`src/rtl/apb_gpio_pkg.sv`:
```
// Shared constants and types for the APB GPIO completer: register offsets,
// data width and the transfer FSM state encoding.
package apb_gpio_pkg;

  localparam int DATA_W = 8;

  localparam logic [2:0] ADDR_OUT      = 3'd0;
  localparam logic [2:0] ADDR_DIR      = 3'd1;
  localparam logic [2:0] ADDR_IN       = 3'd2;
  localparam logic [2:0] ADDR_IRQ_EN   = 3'd3;
  localparam logic [2:0] ADDR_IRQ_STAT = 3'd4;

  typedef enum logic [1:0] {
    ST_IDLE = 2'd0,
    ST_WAIT = 2'd1,
    ST_DONE = 2'd2
  } state_e;

  // Offsets above IRQ_STAT have no register behind them and flag PSLVERR.
  function automatic logic addr_unmapped(input logic [2:0] addr);
    return (addr > ADDR_IRQ_STAT);
  endfunction

endpackage

```
`src/rtl/gpio_sync_edge.sv`:
```
// Multi-flop synchronizer for the asynchronous pad inputs, followed by a
// rising-edge detector on the synchronized bus.
module gpio_sync_edge #(
  parameter int SYNC_STAGES = 2,
  parameter int WIDTH       = 8
) (
  input  logic             clk,
  input  logic             rst_n,
  input  logic [WIDTH-1:0] async_in,
  output logic [WIDTH-1:0] sync_in,
  output logic [WIDTH-1:0] rise_edge
);

  logic [WIDTH-1:0] stage_r [SYNC_STAGES];
  logic [WIDTH-1:0] prev_r;

  // Synchronizer chain plus one history flop for edge detection.
  always_ff @(posedge clk or negedge rst_n) begin
    if (!rst_n) begin
      for (int i = 0; i < SYNC_STAGES; i++) begin
        stage_r[i] <= {WIDTH{1'b0}};
      end
      prev_r <= {WIDTH{1'b0}};
    end else begin
      stage_r[0] <= async_in;
      for (int i = 1; i < SYNC_STAGES; i++) begin
        stage_r[i] <= stage_r[i-1];
      end
      prev_r <= stage_r[SYNC_STAGES-1];
    end
  end

  assign sync_in   = stage_r[SYNC_STAGES-1];
  assign rise_edge = sync_in & ~prev_r;

endmodule

```
`src/rtl/apb_gpio_slave.sv`:
```
// APB completer for the GPIO port: transfer FSM with programmable wait
// states, register file, read mux, pad drive and level interrupt.
module apb_gpio_slave
  import apb_gpio_pkg::*;
#(
  parameter int WAIT_CYCLES = 0,
  parameter int SYNC_STAGES = 2
) (
  input  logic              PCLK,
  input  logic              PRESETn,
  input  logic              PSEL,
  input  logic              PENABLE,
  input  logic              PWRITE,
  input  logic [7:0]        PADDR,
  input  logic [DATA_W-1:0] PWDATA,
  output logic [DATA_W-1:0] PRDATA,
  output logic              PREADY,
  output logic              PSLVERR,
  input  logic [DATA_W-1:0] gpio_in,
  output logic [DATA_W-1:0] gpio_out,
  output logic [DATA_W-1:0] gpio_oe,
  output logic              irq
);

  localparam logic [3:0] WAIT_INIT = 4'(WAIT_CYCLES);

  state_e            state_r, state_nxt_s;
  logic [3:0]        wcnt_r, wcnt_nxt_s;
  logic              latch_s;
  logic [2:0]        addr_r;
  logic              write_r;
  logic [DATA_W-1:0] wdata_r;

  logic [DATA_W-1:0] out_r, dir_r, ien_r, istat_r;
  logic [DATA_W-1:0] prdata_r;
  logic              pslverr_r;
  logic              irq_r;

  logic [DATA_W-1:0] sync_in_s, edge_s, in_val_s;
  logic [DATA_W-1:0] rd_data_s, w1c_s;
  logic [2:0]        rd_addr_s;
  logic              rd_err_s, done_entry_s, commit_s, ready_s;
  logic              paddr_unused_s;

  assign paddr_unused_s = ^PADDR[7:3];

  gpio_sync_edge #(
    .SYNC_STAGES (SYNC_STAGES),
    .WIDTH       (DATA_W)
  ) u_sync_edge (
    .clk       (PCLK),
    .rst_n     (PRESETn),
    .async_in  (gpio_in),
    .sync_in   (sync_in_s),
    .rise_edge (edge_s)
  );

  // Next-state and wait-counter logic; PSEL dropping mid-transfer aborts.
  always_comb begin
    state_nxt_s = state_r;
    wcnt_nxt_s  = wcnt_r;
    latch_s     = 1'b0;
    case (state_r)
      ST_IDLE: begin
        if (PSEL && !PENABLE) begin
          latch_s     = 1'b1;
          wcnt_nxt_s  = WAIT_INIT;
          state_nxt_s = (WAIT_INIT == 4'd0) ? ST_DONE : ST_WAIT;
        end else begin
          state_nxt_s = ST_IDLE;
        end
      end
      ST_WAIT: begin
        if (!PSEL) begin
          state_nxt_s = ST_IDLE;
        end else if (wcnt_r <= 4'd1) begin
          state_nxt_s = ST_DONE;
        end else begin
          wcnt_nxt_s  = wcnt_r - 4'd1;
          state_nxt_s = ST_WAIT;
        end
      end
      ST_DONE: state_nxt_s = ST_IDLE;
      default: state_nxt_s = ST_IDLE;
    endcase
  end

  // State, counter and captured setup-phase fields.
  always_ff @(posedge PCLK or negedge PRESETn) begin
    if (!PRESETn) begin
      state_r <= ST_IDLE;
      wcnt_r  <= 4'd0;
      addr_r  <= 3'd0;
      write_r <= 1'b0;
      wdata_r <= {DATA_W{1'b0}};
    end else begin
      state_r <= state_nxt_s;
      wcnt_r  <= wcnt_nxt_s;
      if (latch_s) begin
        addr_r  <= PADDR[2:0];
        write_r <= PWRITE;
        wdata_r <= PWDATA;
      end
    end
  end

  // With zero wait states DONE is entered straight from the setup cycle,
  // before addr_r is loaded, so the mux looks at PADDR directly then.
  assign rd_addr_s    = (state_r == ST_IDLE) ? PADDR[2:0] : addr_r;
  assign done_entry_s = (state_nxt_s == ST_DONE) && (state_r != ST_DONE);
  assign in_val_s     = (dir_r & out_r) | (~dir_r & sync_in_s);

  // Read mux over the register file.
  always_comb begin
    rd_data_s = {DATA_W{1'b0}};
    rd_err_s  = 1'b0;
    case (rd_addr_s)
      ADDR_OUT:      rd_data_s = out_r;
      ADDR_DIR:      rd_data_s = dir_r;
      ADDR_IN:       rd_data_s = in_val_s;
      ADDR_IRQ_EN:   rd_data_s = ien_r;
      ADDR_IRQ_STAT: rd_data_s = istat_r;
      default: begin
        rd_data_s = {DATA_W{1'b0}};
        rd_err_s  = addr_unmapped(rd_addr_s);
      end
    endcase
  end

  // Response registers are loaded on DONE entry and cleared otherwise.
  always_ff @(posedge PCLK or negedge PRESETn) begin
    if (!PRESETn) begin
      prdata_r  <= {DATA_W{1'b0}};
      pslverr_r <= 1'b0;
    end else if (done_entry_s) begin
      prdata_r  <= rd_data_s;
      pslverr_r <= rd_err_s;
    end else begin
      prdata_r  <= {DATA_W{1'b0}};
      pslverr_r <= 1'b0;
    end
  end

  assign commit_s = (state_r == ST_DONE) && PSEL && PENABLE && write_r;
  assign w1c_s    = (commit_s && (addr_r == ADDR_IRQ_STAT)) ? wdata_r : {DATA_W{1'b0}};

  // Register file; a new edge beats a same-cycle W1C clear.
  always_ff @(posedge PCLK or negedge PRESETn) begin
    if (!PRESETn) begin
      out_r   <= {DATA_W{1'b0}};
      dir_r   <= {DATA_W{1'b0}};
      ien_r   <= {DATA_W{1'b0}};
      istat_r <= {DATA_W{1'b0}};
      irq_r   <= 1'b0;
    end else begin
      if (commit_s) begin
        case (addr_r)
          ADDR_OUT:    out_r <= wdata_r;
          ADDR_DIR:    dir_r <= wdata_r;
          ADDR_IRQ_EN: ien_r <= wdata_r;
          default:     ;
        endcase
      end
      istat_r <= (istat_r & ~w1c_s) | edge_s;
      irq_r   <= |(istat_r & ien_r);
    end
  end

  assign ready_s  = (state_r == ST_DONE) && PSEL;
  assign PREADY   = ready_s;
  assign PRDATA   = ready_s ? prdata_r : {DATA_W{1'b0}};
  assign PSLVERR  = ready_s & pslverr_r;
  assign gpio_out = out_r;
  assign gpio_oe  = dir_r;
  assign irq      = irq_r;

endmodule

```
`config.mk`:
```
export PLATFORM = sky130hd
export DESIGN_NAME = apb_gpio_slave
export DESIGN_NICKNAME = d
export VERILOG_FILES = /design/src/rtl/apb_gpio_pkg.sv /design/src/rtl/gpio_sync_edge.sv /design/src/rtl/apb_gpio_slave.sv
export SDC_FILE = /design/constraint.sdc
export NUM_CORES = 1
export LEC_CHECK = 0
export ABC_CLOCK_PERIOD_IN_PS = 1700
export BUFFER_PORTS_ARGS = -buffer_cell sky130_fd_sc_hd__buf_4
export CORE_ASPECT_RATIO = 0.75
export CORE_MARGIN = 3
export CORE_UTILIZATION = 35
export CTS_BUF_LIST = sky130_fd_sc_hd__clkbuf_8
export CTS_CLUSTER_SIZE = 8
export DETAILED_ROUTE_END_ITERATION = 10
export GPL_TIMING_DRIVEN = 0
export SYNTH_ARGS = -nofsm -noshare
export SYNTH_HDL_FRONTEND = slang
export SYNTH_SLANG_ARGS = --single-unit
```
`constraint.sdc`:
```
create_clock -name PCLK -period 1.7 [get_ports PCLK]
set_input_delay 0.255 -clock PCLK [delete_from_list [all_inputs] [get_ports PCLK]]
set_output_delay 0.255 -clock PCLK [all_outputs]
set_load 0.005 [all_outputs]
```
==> metrics.log, run 1 <==
INFO  metric start_kind = flip-flop
INFO  metric clk_root_buffer_cell = clkbuf_8
INFO  metric wl = 9.426 mm
INFO  metric cts_inserted_buffers = 9
INFO  metric final_cells = 509
INFO  metric layout_common_cells = dfrtp_1, buf_4, mux2_4
INFO  metric final_min_period_over_clock_period = 113.6%
INFO  metric fp.dieH = 93.77 um
INFO  metric slew_violations = 0
INFO  metric gpl.final_weighted_congestion = 0.8398
INFO  metric cts_tree = built
INFO  metric worst-setup-path-type = flip-flop to flip-flop
INFO  metric synth_enable_flop_cells = 0
INFO  metric maxCapViolations = 0
INFO  metric regToRegEndpoint = prdata_r[3]$_DFF_PN0_
INFO  metric layout_commonest_cell = dfrtp_1
INFO  metric grt_first_pass_wirelength = 14.22 mm
INFO  metric place_area = 4150 um^2
INFO  metric tightestPinTransition = 1039 ps
INFO  metric ctsLongestPathBuffers = 2
INFO  metric synth_async_sr_flop_share = 100.0%
INFO  metric relSlewSlack = 30.76%
INFO  metric grtUsageTotal = 16.38%
INFO  metric hold_viol = 0
INFO  metric static-leakage-power = 2.402 nW
INFO  metric yosys_warnings = 0
INFO  metric postSynthAreaPerCell = 13.12 um^2
INFO  metric violations = negative setup slack
INFO  metric clk_pin_slew = 90 ps
INFO  metric placementRows = 31
INFO  metric crit_path_end_kind = flip-flop
INFO  metric cp_max_fo = 4
INFO  metric yosysSeqAreaShare = 58.48%
INFO  metric detail_route.iter0.violations = 163
INFO  metric hold_class = primary input to async pin
INFO  metric power-per-cell-area = 910.8 nW/um^2
INFO  metric clock-sinks = 84
INFO  metric first_global_vias = 2560
INFO  metric floorplan.io_pins = 56
INFO  metric mappedNetlistNets = 305
INFO  metric synthDistinctLibCells = 47
INFO  metric unrepaired_setup_endpoints_after_global_routing = true
INFO  metric outcome = finished with violations
INFO  metric area_growth_syn_to_layout = 44.41%
INFO  metric h_tree_depth = 3
INFO  metric post_synth_inst_count = 274
INFO  metric routed_via_density = 5.175
INFO  metric grt_max_degree = 85
INFO  metric routed_wl_per_cell = 18.52 um
INFO  metric grt_antenna_before_repair = 0
INFO  metric die_w = 123.0 um
INFO  metric core_region_area = 9813 um^2
INFO  metric drcViolationCount = 0
INFO  metric detail-route-antenna-nets = 0
INFO  metric synth-seq-cells = 84
INFO  metric final_critical_path_setup_slack = -230.7 ps
INFO  metric post_synth_top_flop = dfrtp_1
INFO  metric post_synth_instance_area = 3595 um^2
INFO  metric synth_top_cell_by_area = dfrtp_1
INFO  metric fin_crit = 1931 ps
INFO  metric worst_ir_drop_vdd = 0.0006191 V
INFO  metric worst_r2r_path_depth = 8
INFO  metric detailroute.via_count = 2634
INFO  metric finalSetupViolations = 52
INFO  metric regToRegSetupSlack = -230 ps
INFO  metric synth.top_cell.area_share = 58.48%
INFO  metric fmaxAchievable = 517.9 MHz
INFO  metric place.detailed.hpwl = 5.544 mm
INFO  metric place.detailed.instances = 456
INFO  metric clock_latency_late_sink = 360 ps
INFO  metric fin_area = 5191 um^2
INFO  metric drt_first_pass_iters = 5
INFO  metric gr-total-overflow = 0
INFO  metric numPortBuffers = 50
INFO  metric critPathRequiredTime = 1930 ps
INFO  metric r2r_start = state_r[1]$_DFF_PN0_
INFO  metric final_layout_size_suffix_gt1_share = 53.58%
INFO  metric crit_arrival = 2160 ps
INFO  metric worst_clock_skew = 10.44 ps
INFO  metric total_die_area = 11540 um^2
INFO  metric post_synth_main_area_contributors = dfrtp_1, mux2_2, mux2_4, a22o_1, mux2i_1
INFO  metric fillerInstances = 822
INFO  metric antenna-diode-count = 0
INFO  metric floorplan.initialDensity = 36.63%
INFO  metric p_total = 0.004728 W
INFO  metric post_layout_net_count = 403
==> area by class of cell <==
class                           count  area, um^2  area share (%)
Multi-Input combinational cell    166        1753           33.77
Sequential cell                    84        2103           40.52
Timing Repair Buffer               89       830.8           16.00
Inverter                           15       60.06           1.157
Clock inverter                      6       65.06           1.253
Tap cell                          132       165.2           3.181
Clock buffer                       10       137.6           2.651
Buffer                              7       76.32           1.470
==> worst max-delay path by stage <==
stage | startpoint | endpoint | slack [ps] | depth (start not counted)
2_1_floorplan | state_r[1]$_DFF_PN0_ | prdata_r[0]$_DFF_PN0_ | -100 | 7
3_3_place_gp | addr_r[2]$_DFFE_PN0P_ | prdata_r[1]$_DFF_PN0_ | -600 | 4
3_5_place_dp | addr_r[2]$_DFFE_PN0P_ | prdata_r[6]$_DFF_PN0_ | -670 | 4
4_1_cts | state_r[1]$_DFF_PN0_ | prdata_r[6]$_DFF_PN0_ | -250 | 7
5_1_grt | state_r[1]$_DFF_PN0_ | prdata_r[3]$_DFF_PN0_ | -280 | 8
6_report | state_r[1]$_DFF_PN0_ | prdata_r[3]$_DFF_PN0_ | -230 | 8
==> cell families after synthesis <==
group                    after synthesis  share of synthesized area (%)
multiplexers                          49                          15.98
adder cells (fa/ha/maj)                2                         0.6960
XOR/XNOR                               2                         0.4874
flip-flops                            84                          58.48
AO/OA/AOI/OAI                         48                          9.781
AND/OR/NAND/NOR                       65                          11.63
buffers and inverters                 24                          2.959
==> worst max-delay path, stage by stage, from the launching register on <==
cell	delay [ps]
dfrtp_2	440
buf_6	130
buf_6	110
nor2_4	190
buf_6	140
nor3_2	30
a31o_2	260
a2111oi_4	390
a211oi_2	120
==> synthesized netlist by cell type (2+ instances only) <==
| master | number |
|---|---|
| nor3_1 | 4 |
| clkbuf_1 | 2 |
| a211oi_1 | 2 |
| nor3b_1 | 2 |
| dfrtp_1 | 84 |
| nand2b_1 | 2 |
| nand2_1 | 14 |
| clkbuf_2 | 2 |
| a31oi_1 | 4 |
| a21oi_1 | 8 |
| a22oi_1 | 4 |
| mux2_2 | 32 |
| a2111oi_0 | 2 |
| buf_2 | 2 |
| nor2_1 | 6 |
| and2_1 | 9 |
| nand4_1 | 3 |
| mux2i_1 | 8 |
| ha_1 | 2 |
| inv_1 | 15 |
| or2_2 | 7 |
| nor2b_1 | 5 |
| nor4_4 | 2 |
| mux2_4 | 8 |
| a222oi_1 | 6 |
| a22o_1 | 10 |
| o21ai_0 | 7 |
| nor4b_1 | 2 |
| xor2_1 | 2 |
==> where the power goes <==
group | switching, W | internal, W
Combinational | 0.000371 | 0.000535
Clock | 0.000722 | 0.000719
Sequential | 0.000206 | 0.00218
==> metal layers <==
metal,vias to the layer above,global-route usage (%),share of wire [%]
met1,1348,24.71,48
li1,1195,-,-
met5,-,0,0
met2,81,23.01,46
met4,0,4.608,1.1
met3,10,4.395,5.4
==> per-stage QoR <==
step	hold WS (ps)	utilization (%)	setup TNS [ps]	setup slack [ps]
floorplan	-40.59	-	-1119	-100.3
detailed placement	336.3	42.29	-16230	-672.9
CTS	103.1	50.04	-6005	-245.3
global placement	334.5	42.29	-15640	-601.5
global route	106.6	52.90	-9404	-276.2
finish	78.71	52.90	-7011	-230.7
==> what timing repair did <==
action | 4_1_cts | 5_1_grt
setup endpoints to repair | 64 | 64
pin swaps | 21 | 28
hold endpoints to repair | 8 | 0
cloned | 1 | 0
hold buffers | 8 | 0
buffers inserted | 17 | 14
gates resized for setup | 76 | 54
Power figures use the tool's default switching activity.
==> run 2, diff against run 1 <==
--- a/config.mk
+++ b/config.mk
@@ -9,11 +9,12 @@
 export BUFFER_PORTS_ARGS = -buffer_cell sky130_fd_sc_hd__buf_4
 export CORE_ASPECT_RATIO = 0.75
 export CORE_MARGIN = 3
-export CORE_UTILIZATION = 35
+export CORE_UTILIZATION = 53
 export CTS_BUF_LIST = sky130_fd_sc_hd__clkbuf_8
 export CTS_CLUSTER_SIZE = 8
 export DETAILED_ROUTE_END_ITERATION = 10
 export GPL_TIMING_DRIVEN = 0
+export PLACE_DENSITY = 0.78
 export SYNTH_ARGS = -nofsm -noshare
 export SYNTH_HDL_FRONTEND = slang
 export SYNTH_SLANG_ARGS = --single-unit
==> run 2 against run 1 <==
The flow still finishes with violations (negative setup slack). Count of clock-buffer cells in the layout down 1. Die area is 32% lower. Sequential share of layout area increased by 1.7 points. Critical path depth fell by 2. Worst setup slack worse by 20 ps. Clock skew grew 0.76 ps. Largest cell class unchanged.
==> metrics.log, run 2 (synthesized netlist as in run 1, its figures left out) <==
INFO  metric outcome = finished with violations (unchanged)
INFO  metric violations = negative setup slack (unchanged)
INFO  metric clk_root_buffer_cell = clkbuf_8 (unchanged)
INFO  metric layout_common_cells = dfrtp_1, buf_4, mux2_4 (unchanged)
INFO  metric cp_max_fo = 4 (unchanged)
INFO  metric finalSetupViolations = 51 (was 52)
INFO  metric core_region_area = 6444 um^2 (was 9813 um^2)
INFO  metric grt_first_pass_wirelength = 14.44 mm (was 14.22 mm)
INFO  metric cts_tree = built (unchanged)
INFO  metric unrepaired_setup_endpoints_after_global_routing = true (unchanged)
INFO  metric fmaxAchievable = 512.6 MHz (was 517.9 MHz)
INFO  metric numPortBuffers = 50 (unchanged)
INFO  metric power-per-cell-area = 932.9 nW/um^2 (was 910.8 nW/um^2)
INFO  metric static-leakage-power = 2.348 nW (was 2.402 nW)
INFO  metric area_growth_syn_to_layout = 38.67% (was 44.41%)
INFO  metric grtUsageTotal = 24.59% (was 16.38%)
INFO  metric hold_viol = 0 (unchanged)
INFO  metric maxCapViolations = 0 (unchanged)
INFO  metric floorplan.io_pins = 56 (unchanged)
INFO  metric drt_first_pass_iters = 5 (unchanged)
INFO  metric drcViolationCount = 0 (unchanged)
INFO  metric tightestPinTransition = 1034 ps (was 1039 ps)
INFO  metric critPathRequiredTime = 1950 ps (was 1930 ps)
INFO  metric slew_violations = 0 (unchanged)
INFO  metric final_min_period_over_clock_period = 114.7% (was 113.6%)
INFO  metric relSlewSlack = 31.05% (was 30.76%)
INFO  metric gr-usage-met1 = 35.45% (was 24.71%)
INFO  metric multi_input_area = 1707 um^2 (was 1753 um^2)
INFO  metric final_critical_path_setup_slack = -250.7 ps (was -230.7 ps)
INFO  metric final_layout_size_suffix_gt1_share = 50.40% (was 53.58%)
INFO  metric clock-sinks = 84 (unchanged)
INFO  metric fin_area = 4985 um^2 (was 5191 um^2)
INFO  metric h_tree_depth = 3 (unchanged)
INFO  metric post_layout_net_count = 403 (unchanged)
INFO  metric gr-total-overflow = 0 (unchanged)
INFO  metric ctsLongestPathBuffers = 2 (unchanged)
INFO  metric detail-route-antenna-nets = 0 (unchanged)
INFO  metric worst-setup-path-type = flip-flop to flip-flop (unchanged)
INFO  metric fillerInstances = 386 (was 822)
INFO  metric place.detailed.hpwl = 5.324 mm (was 5.544 mm)
INFO  metric hold_slack = 36.11 ps (was 78.71 ps)
INFO  metric hold_class = primary input to async pin (unchanged)
INFO  metric total_die_area = 7817 um^2 (was 11540 um^2)
INFO  metric clk_pin_slew = 90 ps (about the same)
INFO  metric grt_antenna_before_repair = 0 (unchanged)
INFO  metric routed_wl_per_cell = 21.77 um (was 18.52 um)
INFO  metric routed_via_density = 6.026 (was 5.175)
INFO  metric crit_path_end_kind = flip-flop (unchanged)
INFO  metric wl = 9.970 mm (was 9.426 mm)
INFO  metric globalRouteMet3Util = 7.091% (was 4.395%)
INFO  metric floorplan.initialDensity = 55.79% (was 36.63%)
INFO  metric gpl.final_weighted_congestion = 0.9429 (was 0.8398)
INFO  metric seqCellArea = 2105 um^2 (was 2103 um^2)
INFO  metric place_area = 4086 um^2 (was 4150 um^2)
INFO  metric placementRows = 25 (was 31)
INFO  metric antenna-diode-count = 0 (unchanged)
INFO  metric layer_with_the_highest_usage_after_global_routing = met2 (was met1)
INFO  metric first_global_vias = 2725 (was 2560)
INFO  metric detailroute.via_count = 2760 (was 2634)
INFO  metric worst_clock_skew = 11.19 ps (was 10.44 ps)
INFO  metric cts_inserted_buffers = 9 (unchanged)
INFO  metric clock_latency_late_sink = 370 ps (was 360 ps)
INFO  metric gr-usage-met2 = 36.16% (was 23.01%)
INFO  metric grt_max_degree = 85 (unchanged)
INFO  metric layout_commonest_cell = dfrtp_1 (unchanged)
INFO  metric die_w = 101.1 um (was 123.0 um)
INFO  metric worst_ir_drop_vdd = 0.0005981 V (was 0.0006191 V)
INFO  metric fin_crit = 1951 ps (was 1931 ps)
INFO  metric detail_route.iter0.violations = 245 (was 163)
INFO  metric start_kind = flip-flop (unchanged)
INFO  metric fp.dieH = 77.32 um (was 93.77 um)
INFO  metric crit_arrival = 2200 ps (was 2160 ps)
-- run 2: changes by cell type in the layout (fill, tap and decap cells not counted), sizes merged --
cell	previous run	this run
buf	86	85
inv	15	18
bufinv	1	0
clkinv	4	2
clkinvlp	1	2
-- run 2: critical path, stage by stage, from the launching register on --
cell	delay (ps)
dfrtp_2	410
buf_6	110
and3b_2	250
nand3_4	130
nor4_4	400
buf_4	230
mux2_4	320
-- run 2: layout make-up --
type                       instances  share of cell area (%)
multi-input combinational        166                   34.24
tap                               81                   2.033
timing repair buffer              90                   15.04
clock buffer                       9                   2.485
sequential                        84                   42.22
clock inverter                     7                   1.255
inverter                          15                   1.280
buffer                             6                   1.456
-- run 2: per-stage QoR --
| step | total power, W | setup slack [ps] | setup TNS [ps] | instances | utilization, % |
|---|---|---|---|---|---|
| global route | 0.004863 | -276.1 | -10750 | 458 | 77.36 |
| detailed placement | 0.003015 | -614.8 | -16240 | 405 | 63.42 |
| CTS | 0.004468 | -241.0 | -6632 | 447 | 72.06 |
| floorplan | 0.002688 | -100.3 | -1119 | 274 | - |
| global placement | 0.002985 | -533.1 | -13950 | 405 | 63.42 |
| finish | 0.004650 | -250.7 | -8194 | 458 | 77.36 |
-- run 2: report_power, final --
part / switching, W / internal (W) / leakage, nW
Sequential: 0.000209 / 0.00217 / 1.04
Clock: 0.000805 / 0.000567 / 0.0984
Combinational: 0.000381 / 0.000514 / 1.21
-- run 2: final timing paths --
check | start | slack [ps] | cells after the start | endpoint
min reg2reg | u_sync_edge.stage_r[10]$_DFF_PN0_ | 350 | 0 | u_sync_edge.sync_in[2]$_DFF_PN0_
min in group PCLK | PWDATA[2] | 110 | 2 | wdata_r[2]$_DFFE_PN0P_
max in group asynchronous | PRESETn | 910 | 1 | state_r[1]$_DFF_PN0_
max reg2reg | state_r[1]$_DFF_PN0_ | -250 | 6 | ien_r[6]$_DFFE_PN0P_
max | state_r[1]$_DFF_PN0_ | -250 | 6 | ien_r[6]$_DFFE_PN0P_
min | PRESETn | 40 | 1 | wcnt_r[1]$_DFFE_PN0P_
-- run 2: timing repair --
action                                  in CTS  in global routing
gates cloned                                 1                  0
endpoints found under the setup margin      64                 66
resized for setup                           31                 63
hold endpoints to repair                     8                  0
pin swaps                                   14                 17
hold buffers                                 8                  0
buffers inserted                            18                 13
-- run 2: per-layer routing --
layer | routed length [um] | vias to the layer above
met4 | 209 | 0
met1 | 4261 | 1416
met5 | 0 | -
met2 | 4697 | 133
li1 | - | 1192
met3 | 802 | 19
